==> src/rtl/tawas_ld_wb_sched.sv <==
// Load writeback scheduler: per-slice pending scoreboard plus return FIFO,
// draining into the regfile load port only in the committing bank's cycle.
module tawas_ld_wb_sched #(
  parameter int unsigned DEPTH = 2
) (
  input  logic        CLK,
  input  logic        RST_N,
  input  logic        SLICE,
  input  logic        RD_REQ,
  input  logic [2:0]  RD_REQ_SEL,
  output logic        RD_REQ_RDY,
  input  logic        RD_RTN_VLD,
  input  logic        RD_RTN_SLICE,
  input  logic [2:0]  RD_RTN_SEL,
  input  logic [31:0] RD_RTN_DATA,
  output logic        LS_LOAD_VLD,
  output logic [2:0]  LS_LOAD_SEL,
  output logic [31:0] LS_LOAD,
  output logic [7:0]  PEND_0,
  output logic [7:0]  PEND_1,
  output logic        ERR
);

  localparam int unsigned AW = (DEPTH > 1) ? $clog2(DEPTH) : 1;
  localparam int unsigned PW = $clog2(DEPTH) + 1;
  localparam int unsigned CW = $clog2(DEPTH + 1);

  logic [2:0]    sel_q  [2][DEPTH];
  logic [2:0]    sel_d  [2][DEPTH];
  logic [31:0]   data_q [2][DEPTH];
  logic [31:0]   data_d [2][DEPTH];
  logic [PW-1:0] wptr_q [2];
  logic [PW-1:0] wptr_d [2];
  logic [PW-1:0] rptr_q [2];
  logic [PW-1:0] rptr_d [2];
  logic [CW-1:0] cnt_q  [2];
  logic [CW-1:0] cnt_d  [2];
  logic [7:0]    pend_q [2];
  logic [7:0]    pend_d [2];
  logic          err_q, err_d;

  logic [1:0]    empty_c, full_c;
  logic          cbank_c;
  logic [2:0]    head_sel_c;
  logic [31:0]   head_data_c;
  logic          issue_c, pop_c, enq_c;

  function automatic logic [AW-1:0] ptr_idx(input logic [PW-1:0] p);
    if (DEPTH == 1) return '0;
    else            return AW'(p);
  endfunction

  // FIFO status: pointers differ only in the wrap bit when full
  always_comb begin
    for (int s = 0; s < 2; s++) begin
      empty_c[s] = (wptr_q[s] == rptr_q[s]);
      full_c[s]  = ((wptr_q[s] ^ rptr_q[s]) == PW'(DEPTH));
    end
  end

  // Committing bank head drives the regfile port; no path from the return bus
  always_comb begin
    cbank_c     = ~SLICE;
    head_sel_c  = sel_q[cbank_c][ptr_idx(rptr_q[cbank_c])];
    head_data_c = data_q[cbank_c][ptr_idx(rptr_q[cbank_c])];
    LS_LOAD_VLD = ~empty_c[cbank_c];
    LS_LOAD_SEL = LS_LOAD_VLD ? head_sel_c  : 3'd0;
    LS_LOAD     = LS_LOAD_VLD ? head_data_c : 32'd0;
    RD_REQ_RDY  = (cnt_q[SLICE] < CW'(DEPTH)) && !pend_q[SLICE][RD_REQ_SEL];
    PEND_0      = pend_q[0];
    PEND_1      = pend_q[1];
    ERR         = err_q;
  end

  always_comb begin
    sel_d   = sel_q;
    data_d  = data_q;
    wptr_d  = wptr_q;
    rptr_d  = rptr_q;
    cnt_d   = cnt_q;
    pend_d  = pend_q;
    issue_c = RD_REQ && RD_REQ_RDY;
    pop_c   = LS_LOAD_VLD;
    // Full is judged before this edge's pop
    enq_c   = RD_RTN_VLD && !full_c[RD_RTN_SLICE] && pend_q[RD_RTN_SLICE][RD_RTN_SEL];
    err_d   = err_q || (RD_RTN_VLD && !enq_c);

    if (enq_c) begin
      sel_d[RD_RTN_SLICE][ptr_idx(wptr_q[RD_RTN_SLICE])]  = RD_RTN_SEL;
      data_d[RD_RTN_SLICE][ptr_idx(wptr_q[RD_RTN_SLICE])] = RD_RTN_DATA;
      wptr_d[RD_RTN_SLICE] = wptr_q[RD_RTN_SLICE] + PW'(1);
    end
    if (pop_c) begin
      rptr_d[cbank_c] = rptr_q[cbank_c] + PW'(1);
      pend_d[cbank_c][head_sel_c] = 1'b0;
    end
    if (issue_c) begin
      pend_d[SLICE][RD_REQ_SEL] = 1'b1;
    end
    for (int s = 0; s < 2; s++) begin
      if (issue_c && (SLICE == 1'(s)) && !(pop_c && (cbank_c == 1'(s)))) begin
        cnt_d[s] = cnt_q[s] + CW'(1);
      end else if (pop_c && (cbank_c == 1'(s)) && !(issue_c && (SLICE == 1'(s)))) begin
        cnt_d[s] = cnt_q[s] - CW'(1);
      end
    end
  end

  always_ff @(posedge CLK or negedge RST_N) begin
    if (!RST_N) begin
      for (int s = 0; s < 2; s++) begin
        for (int i = 0; i < int'(DEPTH); i++) begin
          sel_q[s][i]  <= '0;
          data_q[s][i] <= '0;
        end
        wptr_q[s] <= '0;
        rptr_q[s] <= '0;
        cnt_q[s]  <= '0;
        pend_q[s] <= '0;
      end
      err_q <= 1'b0;
    end else begin
      sel_q  <= sel_d;
      data_q <= data_d;
      wptr_q <= wptr_d;
      rptr_q <= rptr_d;
      cnt_q  <= cnt_d;
      pend_q <= pend_d;
      err_q  <= err_d;
    end
  end

endmodule

==> config.mk <==
export PLATFORM = sky130hd
export DESIGN_NAME = tawas_ld_wb_sched
export DESIGN_NICKNAME = d
export VERILOG_FILES = /design/src/rtl/tawas_ld_wb_sched.sv
export SDC_FILE = /design/constraint.sdc
export NUM_CORES = 1
export LEC_CHECK = 0
export BUFFER_PORTS_ARGS = -buffer_cell sky130_fd_sc_hd__buf_2
export CELL_PAD_IN_SITES_DETAIL_PLACEMENT = 1
export CELL_PAD_IN_SITES_GLOBAL_PLACEMENT = 1
export CORE_UTILIZATION = 43
export CTS_CLUSTER_DIAMETER = 120
export CTS_CLUSTER_SIZE = 16
export DETAILED_ROUTE_END_ITERATION = 16
export PLACE_DENSITY = 0.76
export SYNTH_ARGS = -nofsm -noshare
export SYNTH_HDL_FRONTEND = slang
export SYNTH_SLANG_ARGS = --single-unit
export TNS_END_PERCENT = 5
==> constraint.sdc <==
create_clock -name CLK -period 2.3 [get_ports CLK]
set_input_delay 0.345 -clock CLK [delete_from_list [all_inputs] [get_ports CLK]]
set_output_delay 0.345 -clock CLK [all_outputs]
set_load 0.01 [all_outputs]
==> metrics.cfg, run 1 <==
[synth]
synth_cell_types=42
synthMuxAreaShare=0.2873
synthAdderAreaFrac=0
yosys.area.top_type=dfrtp_1
synth_top_family_by_area=multiplexers
synth_compound_area_frac=0.09081
seq_area_frac_synth=0.5082
syn_area_per_cell_um2=13.36
netlist_area_um2=8322
synth_common_cells=dfrtp_1 (169), mux2_2 (75), a211oi_1 (64)
synth-simple-area-share=0.05743
yosysWarnings=0
synth_edf_count=0
synth_xor_area_frac=0.01579
synth_top_area_frac=0.5082
async_flop_share=1.000
synth_area_leaders=dfrtp_1 (51%), mux2_2 (10%), mux2_4 (9.0%)
synth-seq-cells=169
dominantRegCellSynth=dfrtp_1
syn-num-nets=667
synth_most_common_cell=dfrtp_1
netlist_instances=623

[timing]
maxSlewHeadroom=0.5370
hold_viol_final=0
tightest_slew_ps=689.4
fin_setup_tns_ps=-1801
setup_slack_ps=-84.13
holdWs_ps=171.9
drv_slew=0
setup_viol=76
clock_skew_ps=11.12
rsz0062_at_grt=true
min_period_over_period=1.037
min_period_ps=2384
fmax_ghz=0.4194

[status]
outcome=finished, violations left
violations=negative setup slack

[global_route]
grt_pass1_wl_um=38680
antenna_found_initial=0
overflow=0
grt_pass1_vias=6579
gr-usage-all-layers=0.2551
grt_start_max_net_pins=56

[critical_path]
crit_fanout=17
worstPathRequired_ps=2620
cp.arrival_ps=2700
path_class=reg -> reg
start_kind=flop
endpoint_kind=flop

[routing]
vias=5808
drtIter0Drc=231
viasPerCell=5.590
wl_um=24380
ant_nets=0
drt_first_pass_iters=4
wire_per_inst_um=23.47
drc=0

[clock_network]
clockRootBuffer=clkbuf_16
clk_latency_ps=430
cts_buffers=17
cts_tree=done
clkSinkCount=169
clk_path_buf_depth=2
clkTransAtPathRegs_ps=70
cts-htree-levels=4

[run]
maxCapViolCount=0

[placed_design]
dp_hpwl_um=14360
io_buffer_count=97
gp_congestion=0.8607
post_dp_cell_area_um2=9355

[floorplanning]
ios=98
die_area_um2=19910
core_um2=18830
fp.dieW_um=141.1
start_util=0.4419
die_y_um=141.1
rows=50

[finish]
drive_gt1_frac=0.5122
n_fill_cell=1859
nets=810
area_delta_synth_final_pct=29.39
stdcell_area_um2=10770
n_antenna_cell=0

[pwr]
powerDensity_nw_per_um2=1538
p_leak_nw=5.136
peakVddDrop_mv=0.6496

[worst_hold_path]
min_path_type=in -> reg

## layout make-up
| type | instances | area [um2] | area share |
|---|---|---|---|
| Clock inverter | 13 | 116.4 | 0.01081 |
| Timing Repair Buffer | 168 | 1330 | 0.1235 |
| Inverter | 4 | 15.01 | 0.001394 |
| Sequential cell | 169 | 4235 | 0.3933 |
| Multi-Input combinational cell | 406 | 4293 | 0.3987 |
| Clock buffer | 19 | 452.9 | 0.04206 |
| Tap cell | 260 | 325.3 | 0.03021 |
## registers in the layout, summed over array words and instances (netlist names)
register and cells:
PEND_0 8, cnt_q 4, ERR 1, rptr_q 4, data_q 128, wptr_q 4, PEND_1 8, sel_q 12
## cell families after synthesis
logic type	Yosys count
mux	193
flops	169
compound gates	113
simple gates	85
buf+inv	48
xor+xnor	15
## power breakdown
group	switching [W]	internal (W)	leakage (nW)
logic	0.00390	0.00447	2.75
clock network	0.00126	0.00155	0.276
registers	0.000971	0.00441	2.11
total	0.00613	0.0104	5.14
## stage by stage
step	total power (W)	utilization	setup WS (ps)	std cells
floorplan	0.009109	-	-13.02	623
global placement	0.01111	0.4968	-165.0	984
detailed placement	0.01152	0.4968	-244.3	984
CTS	0.01593	0.5568	-90.52	1035
global route	0.01740	0.5718	-168.3	1039
finish	0.01656	0.5718	-84.13	1039
## critical path: stages (launching register included)
cell and delay, ps:
dfrtp_1 430, xnor2_2 290, buf_4 180, nor3_1 100, nor4_4 610, buf_12 270, mux2_2 360
## layer usage
layer,up-vias,global-route usage,wire [um]
met4,0,0.06693,200
met3,17,0.04382,760
met2,122,0.4367,12670
met1,3122,0.3341,10750
met5,-,0,0
li1,2547,-,-
## cells in the final DEF, fill, tap and decap left out, drive strengths merged, types with 4 or more instances in the layout
master,count
inv,7
mux2i,42
nand2,15
a21oi,4
o21ai,38
nor2b,33
clkinv,6
xnor2,9
buf,165
nor2,14
or3,5
mux2,145
mux4,6
clkbuf,19
xor2,6
nor3,4
a211oi,64
nand2b,4
dfrtp,169
## path summary, 6_finish.rpt
path | start | end | slack, ps | cells past startpoint
min | RD_RTN_DATA[13] | data_q[77] | 170 | 2
min reg2reg | ERR | ERR | 460 | 1
max reg2reg | rptr_q[3] | data_q[121] | -80 | 6
max in group asynchronous | RST_N | wptr_q[1] | 1010 | 3
max | rptr_q[3] | data_q[121] | -80 | 6
min in group asynchronous | RST_N | data_q[102] | 450 | 2
## timing repair
| item | in CTS | in global routing |
|---|---|---|
| pin swaps | 12 | 13 |
| setup buffers | 13 | 4 |
| hold endpoints to repair | 51 | 0 |
| gates resized for setup | 67 | 64 |
| endpoints found under the setup margin | 101 | 165 |
| gates cloned | 5 | 0 |
| hold buffers | 1 | 0 |
Power figures use the tool's default switching activity.
==> run 2: changes to the inputs <==
Settings changed: CELL_PAD_IN_SITES_DETAIL_PLACEMENT 1 to unset, CELL_PAD_IN_SITES_GLOBAL_PLACEMENT 1 to unset, CORE_UTILIZATION 43 to 53, HOLD_SLACK_MARGIN set to 0.06.
==> metrics.cfg, run 2 (same netlist as run 1, synthesis figures left out) <==
[clock_network]
cts-htree-levels=4  ; unchanged
cts_buffers=17  ; unchanged
clockRootBuffer=clkbuf_16  ; unchanged
clk_path_buf_depth=2  ; unchanged
clkSinkCount=169  ; unchanged
cts_tree=done  ; unchanged
clkTransAtPathRegs_ps=60  ; was 70 ps
clk_latency_ps=430  ; about the same

[finish]
top_register=data_q  ; unchanged
area_delta_synth_final_pct=26.99  ; was 29.39%
drive_gt1_frac=0.5051  ; was 0.5122
nets=812  ; was 810
final_cell_mix=dfrtp_1 (167), buf_2 (95), mux2_4 (83)  ; was dfrtp_1 (164), mux2_4 (103), buf_2 (95)
stdcell_count=990  ; was 1039
layout.cells.most_common=dfrtp_1  ; unchanged
reg_top3=data_q x128, sel_q x12  ; unchanged
largest_reg_flops=128  ; unchanged

[timing]
maxSlewHeadroom=0.5222  ; was 0.5370
setup_slack_ps=-100.3  ; was -84.13 ps
min_period_over_period=1.044  ; was 1.037
drv_slew=0  ; unchanged
rsz0062_at_grt=true  ; unchanged
clock_skew_ps=6.972  ; was 11.12 ps
min_period_ps=2400  ; was 2384 ps
fmax_ghz=0.4166  ; was 0.4194 GHz
holdWs_ps=194.0  ; was 171.9 ps
tightest_slew_ps=716.6  ; was 689.4 ps
hold_viol_final=0  ; unchanged
fin_setup_tns_ps=-7146  ; was -1801 ps
setup_viol=167  ; was 76

[floorplanning]
ios=98  ; unchanged
die_area_um2=16210  ; was 19910 um2
die_y_um=127.3  ; was 141.1 um
start_util=0.5454  ; was 0.4419
core_um2=15260  ; was 18830 um2
fp.dieW_um=127.3  ; was 141.1 um
rows=45  ; was 50

[pwr]
powerDensity_nw_per_um2=1494  ; was 1538 nW/um2
p_leak_nw=5.077  ; was 5.136 nW
power.internal_w=0.01018  ; was 0.01043 W
p_comb_frac=0.482  ; was 0.505
p_sw_frac=0.3555  ; was 0.3699
p_sw_w=0.005613  ; was 0.006125 W
p_total_w=0.01579  ; was 0.01656 W
power_frac_seq=0.337  ; was 0.325
peakVddDrop_mv=0.9286  ; was 0.6496 mV
pwr-share-clk=0.181  ; was 0.170

[routing]
drtIter0Drc=379  ; was 231
viasPerCell=5.797  ; was 5.590
ant_nets=0  ; unchanged
vias=5739  ; was 5808
drt_first_pass_iters=5  ; was 4
wl_um=21180  ; was 24380 um
drc=0  ; unchanged
wire_per_inst_um=21.39  ; was 23.47 um

[global_route]
use_met1=0.3465  ; was 0.3341
antenna_found_initial=1  ; was 0
met3_usage=0.05737  ; was 0.04382
grt_start_max_net_pins=59  ; was 56
overflow=0  ; unchanged
grt_use_met2=0.4214  ; was 0.4367
grt_pass1_wl_um=32650  ; was 38680 um
gr-usage-all-layers=0.2627  ; was 0.2551
grt_pass1_vias=6123  ; was 6579
top_usage_layer=met2  ; unchanged

[status]
violations=negative setup slack  ; unchanged
outcome=finished, violations left  ; unchanged

[placed_design]
dp_hpwl_um=12820  ; was 14360 um
gp_congestion=0.8806  ; was 0.8607
dp_cells=938  ; was 984
io_buffer_count=97  ; unchanged

[critical_path]
cp.arrival_ps=2710  ; was 2700 ps
crit_fanout=9  ; was 17
endpoint_kind=flop  ; unchanged
worstPathRequired_ps=2610  ; was 2620 ps
path_class=reg -> reg  ; unchanged
start_kind=flop  ; unchanged

[run]
maxCapViolCount=0  ; unchanged

[worst_hold_path]
min_path_type=in -> reg  ; unchanged

-- run 2: per-layer routing --
metal,part of all wire,wire length [um]
met1,0.43,9167
met3,0.053,1129
met4,0.023,490
met5,0,0
met2,0.49,10390
-- run 2: repair_timing --
item	CTS	global route
hold buffers	1	0
setup buffers	11	5
resized for setup	59	44
gates cloned	1	4
pin swaps	6	7
endpoints found under the setup margin	174	154
hold endpoints to repair	47	0
-- run 2: power by group through the flow --
stage / clock (W) / combinational (W) / sequential, W
floorplan: 0 / 0.00404 / 0.00507
global placement: 0 / 0.00592 / 0.00517
detailed placement: 0 / 0.00611 / 0.00526
CTS: 0.00288 / 0.00714 / 0.00524
global route: 0.00301 / 0.00811 / 0.00547
finish: 0.00286 / 0.00761 / 0.00532
-- run 2: per-stage QoR --
| stage | utilization | setup WS, ps | cell area (um2) |
|---|---|---|---|
| 4_1_cts | 0.6726 | -82.46 | 10260 |
| 3_5_place_dp | 0.6081 | -292.0 | 9279 |
| 2_1_floorplan | - | -13.02 | 8318 |
| 3_3_place_gp | 0.6081 | -240.0 | 9279 |
| 6_report | 0.6926 | -100.3 | 10570 |
| 5_1_grt | 0.6926 | -146.9 | 10570 |
-- run 2: critical path: stages, from the launching register on --
cell       delay [ps]
dfrtp_1           430
mux4_2            480
mux2_4            310
a21oi_4           200
buf_6             130
or3_4             210
clkbuf_16         210
mux2_4            300
-- run 2: cell type report --
type	count	area, um2
sequential	169	4232
tap	211	264.0
clock inverter	8	123.9
antenna	1	2.502
clock buffer	21	450.4
timing repair buffer	170	1326
fill	1013	4691
multi-input combinational	406	4154
inverter	4	15.01
-- run 2: worst paths after layout --
check | from | to | slack, ps | cells after the start
max | PEND_0[3] | data_q[16] | -100 | 7
max in group asynchronous | RST_N | PEND_1[4] | 1080 | 3
min reg2reg | cnt_q[3] | cnt_q[3] | 470 | 1
max reg2reg | PEND_0[3] | data_q[16] | -100 | 7
min in group asynchronous | RST_N | data_q[30] | 420 | 2
min | RD_RTN_DATA[28] | data_q[60] | 190 | 2
==> run 3: changes to the inputs <==
--- a/config.mk
+++ b/config.mk
@@ -7,4 +7,5 @@
 export LEC_CHECK = 0
 export BUFFER_PORTS_ARGS = -buffer_cell sky130_fd_sc_hd__buf_2
+export CORE_MARGIN = 2
 export CORE_UTILIZATION = 53
 export CTS_CLUSTER_DIAMETER = 120
==> constraint.sdc (replaced) <==
create_clock -name CLK -period 2.3 [get_ports CLK]
set_input_delay 0.46 -clock CLK [delete_from_list [all_inputs] [get_ports CLK]]
set_output_delay 0.46 -clock CLK [all_outputs]
set_load 0.01 [all_outputs]
==> metrics.cfg, run 3 (same netlist as run 1, synthesis figures left out) <==
[timing]
fmax_ghz=0.4118  ; was 0.4166 GHz
setup_viol=43  ; was 167
min_period_over_period=1.056  ; was 1.044
setup_slack_ps=-128.3  ; was -100.3 ps
clock_skew_ps=10.10  ; was 6.972 ps
tightest_slew_ps=528.3  ; was 716.6 ps
drv_slew=0  ; unchanged
min_period_ps=2428  ; was 2400 ps
fin_setup_tns_ps=-3581  ; was -7146 ps
maxSlewHeadroom=0.6451  ; was 0.5222
hold_viol_final=0  ; unchanged
rsz0062_at_grt=true  ; unchanged

[status]
violations=negative setup slack  ; unchanged
outcome=finished, violations left  ; unchanged

[floorplanning]
die_area_um2=16720  ; was 16210 um2
rows=45  ; unchanged
core_um2=15260  ; unchanged
fp.dieW_um=129.3  ; was 127.3 um
start_util=0.5454  ; unchanged
ios=98  ; unchanged
die_y_um=129.3  ; was 127.3 um

[routing]
ant_nets=0  ; unchanged
drtIter0Drc=344  ; was 379
vias=5648  ; was 5739
drc=0  ; unchanged
wl_um=19920  ; was 21180 um
drt_first_pass_iters=6  ; was 5
wire_per_inst_um=20.45  ; was 21.39 um
viasPerCell=5.799  ; was 5.797

[clock_network]
clk_path_buf_depth=2  ; unchanged
clkSinkCount=169  ; unchanged
cts_tree=done  ; unchanged
cts_buffers=17  ; unchanged
cts-htree-levels=4  ; unchanged
clockRootBuffer=clkbuf_16  ; unchanged
clk_latency_ps=430  ; about the same
clkTransAtPathRegs_ps=70  ; was 60 ps

[global_route]
use_met1=0.3268  ; was 0.3465
antenna_found_initial=0  ; was 1
grt_start_max_net_pins=65  ; was 59
met3_usage=0.05202  ; was 0.05737
top_usage_layer=met2  ; unchanged
grt_pass1_wl_um=32000  ; was 32650 um
grt_pass1_vias=5997  ; was 6123
overflow=0  ; unchanged
gr-usage-all-layers=0.2483  ; was 0.2627
grt_use_met2=0.4195  ; was 0.4214

[finish]
layout.cells.most_common=dfrtp_1  ; unchanged
stdcell_count=974  ; was 990
drive_gt1_frac=0.4928  ; was 0.5051
n_antenna_cell=0  ; was 1
reg_top3=data_q x128, sel_q x12  ; unchanged
top_register=data_q  ; unchanged
stdcell_area_um2=10450  ; was 10570 um2
final_cell_mix=dfrtp_1 (167), buf_2 (95), mux2_4 (77)  ; was dfrtp_1 (167), buf_2 (95), mux2_4 (83)
nets=794  ; was 812
utilization=0.6848  ; was 0.6926
largest_reg_flops=128  ; unchanged
area_delta_synth_final_pct=25.56  ; was 26.99%

[placed_design]
io_buffer_count=97  ; unchanged
dp_hpwl_um=12250  ; was 12820 um
post_dp_cell_area_um2=9254  ; was 9279 um2
dp_cells=926  ; was 938
gp_congestion=0.8859  ; was 0.8806

[critical_path]
endpoint_kind=output pin  ; was flop
worstPathCellList=buf_6 > mux4_2 > a211o_1 > nor2_1 > buf_2  ; was mux4_2 > mux2_4 > a21oi_4 > buf_6 > or3_4 > clkbuf_16 > mux2_4
path_class=reg -> out  ; was reg -> reg
start_kind=flop  ; unchanged
critical_path_buf_inv_count=2  ; unchanged
cp_top_family=multiplexers  ; unchanged
worstPathRequired_ps=1840  ; was 2610 ps
worst_path_max_delay_cell=mux4_2  ; unchanged
cp.arrival_ps=1970  ; was 2710 ps
cpPeakStageDelay_ps=460  ; was 480 ps
crit_fanout=3  ; was 9

[pwr]
powerDensity_nw_per_um2=1505  ; was 1494 nW/um2
p_leak_nw=4.957  ; was 5.077 nW
peakVddDrop_mv=0.8647  ; was 0.9286 mV

[run]
maxCapViolCount=0  ; unchanged

[worst_hold_path]
min_path_type=in -> reg  ; unchanged

-- run 3: changes by cell type in the layout (fill, tap and decap cells not counted), moves of 2 or more --
cell / previous run / this run
buf_6: 12 / 7
mux2_4: 83 / 77
clkinvlp_4: 2 / 6
clkbuf_16: 21 / 18
buf_4: 45 / 30
buf_12: 12 / 15
mux2_1: 7 / 13
clkbuf_1: 3 / 1
-- run 3: stage by stage --
step | setup WS (ps) | hold WS [ps] | total power, W
after CTS | -140.3 | 284.6 | 0.01520
after global routing | -222.9 | 294.8 | 0.01656
after detailed placement | -297.3 | 456.3 | 0.01124
after floorplan | -85.80 | 164.4 | 0.009162
after global placement | -227.7 | 437.1 | 0.01098
final | -128.3 | 301.9 | 0.01573
-- run 3: cell type report --
cell class	instances	area (um2)
clock inverters	13	168.9
repair buffers	152	1190
clock buffers	19	442.9
fillers	1072	4810
inverters	4	15.01
multi-input cells	406	4136
flip-flops and latches	169	4232
well taps	211	264.0
-- run 3: worst reg2reg max path, cell delays in order (launching register included) --
cell,delay (ps)
dfrtp_1,430
mux4_2,460
mux2_4,300
a21oi_4,230
or3_4,200
buf_12,220
mux2_2,380
-- run 3: report_power, final --
part           switching [W]  total, W  leakage [nW]  internal, W
Combinational        0.00344   0.00745          2.57      0.00401
Clock                0.00121   0.00296         0.280      0.00175
Sequential          0.000912   0.00532          2.11      0.00440
-- run 3: metal layers --
metal	vias up	wire length, um
li1	2521	-
met4	0	211
met2	181	10030
met5	-	0
met3	16	1057
met1	2930	8616
-- run 3: worst paths after layout --
check | start | endpoint | slack [ps] | cells after the start
worst min-delay path | RD_RTN_DATA[20] | data_q[84] | 300 | 2
worst max register to register | PEND_0[1] | data_q[31] | -50 | 6
worst max-delay path | PEND_0[5] | RD_REQ_RDY | -130 | 5
worst min register to register | ERR | ERR | 470 | 1
min in group asynchronous | RST_N | data_q[44] | 560 | 2
max in group asynchronous | RST_N | data_q[122] | 1000 | 3
-- run 3: timing repair --
item	4_1_cts	5_1_grt
setup buffers	7	6
hold buffers	1	0
pin swaps	6	7
endpoints found under the hold margin	53	0
gates resized for setup	44	43
setup endpoints to repair	41	135
cloned	2	1
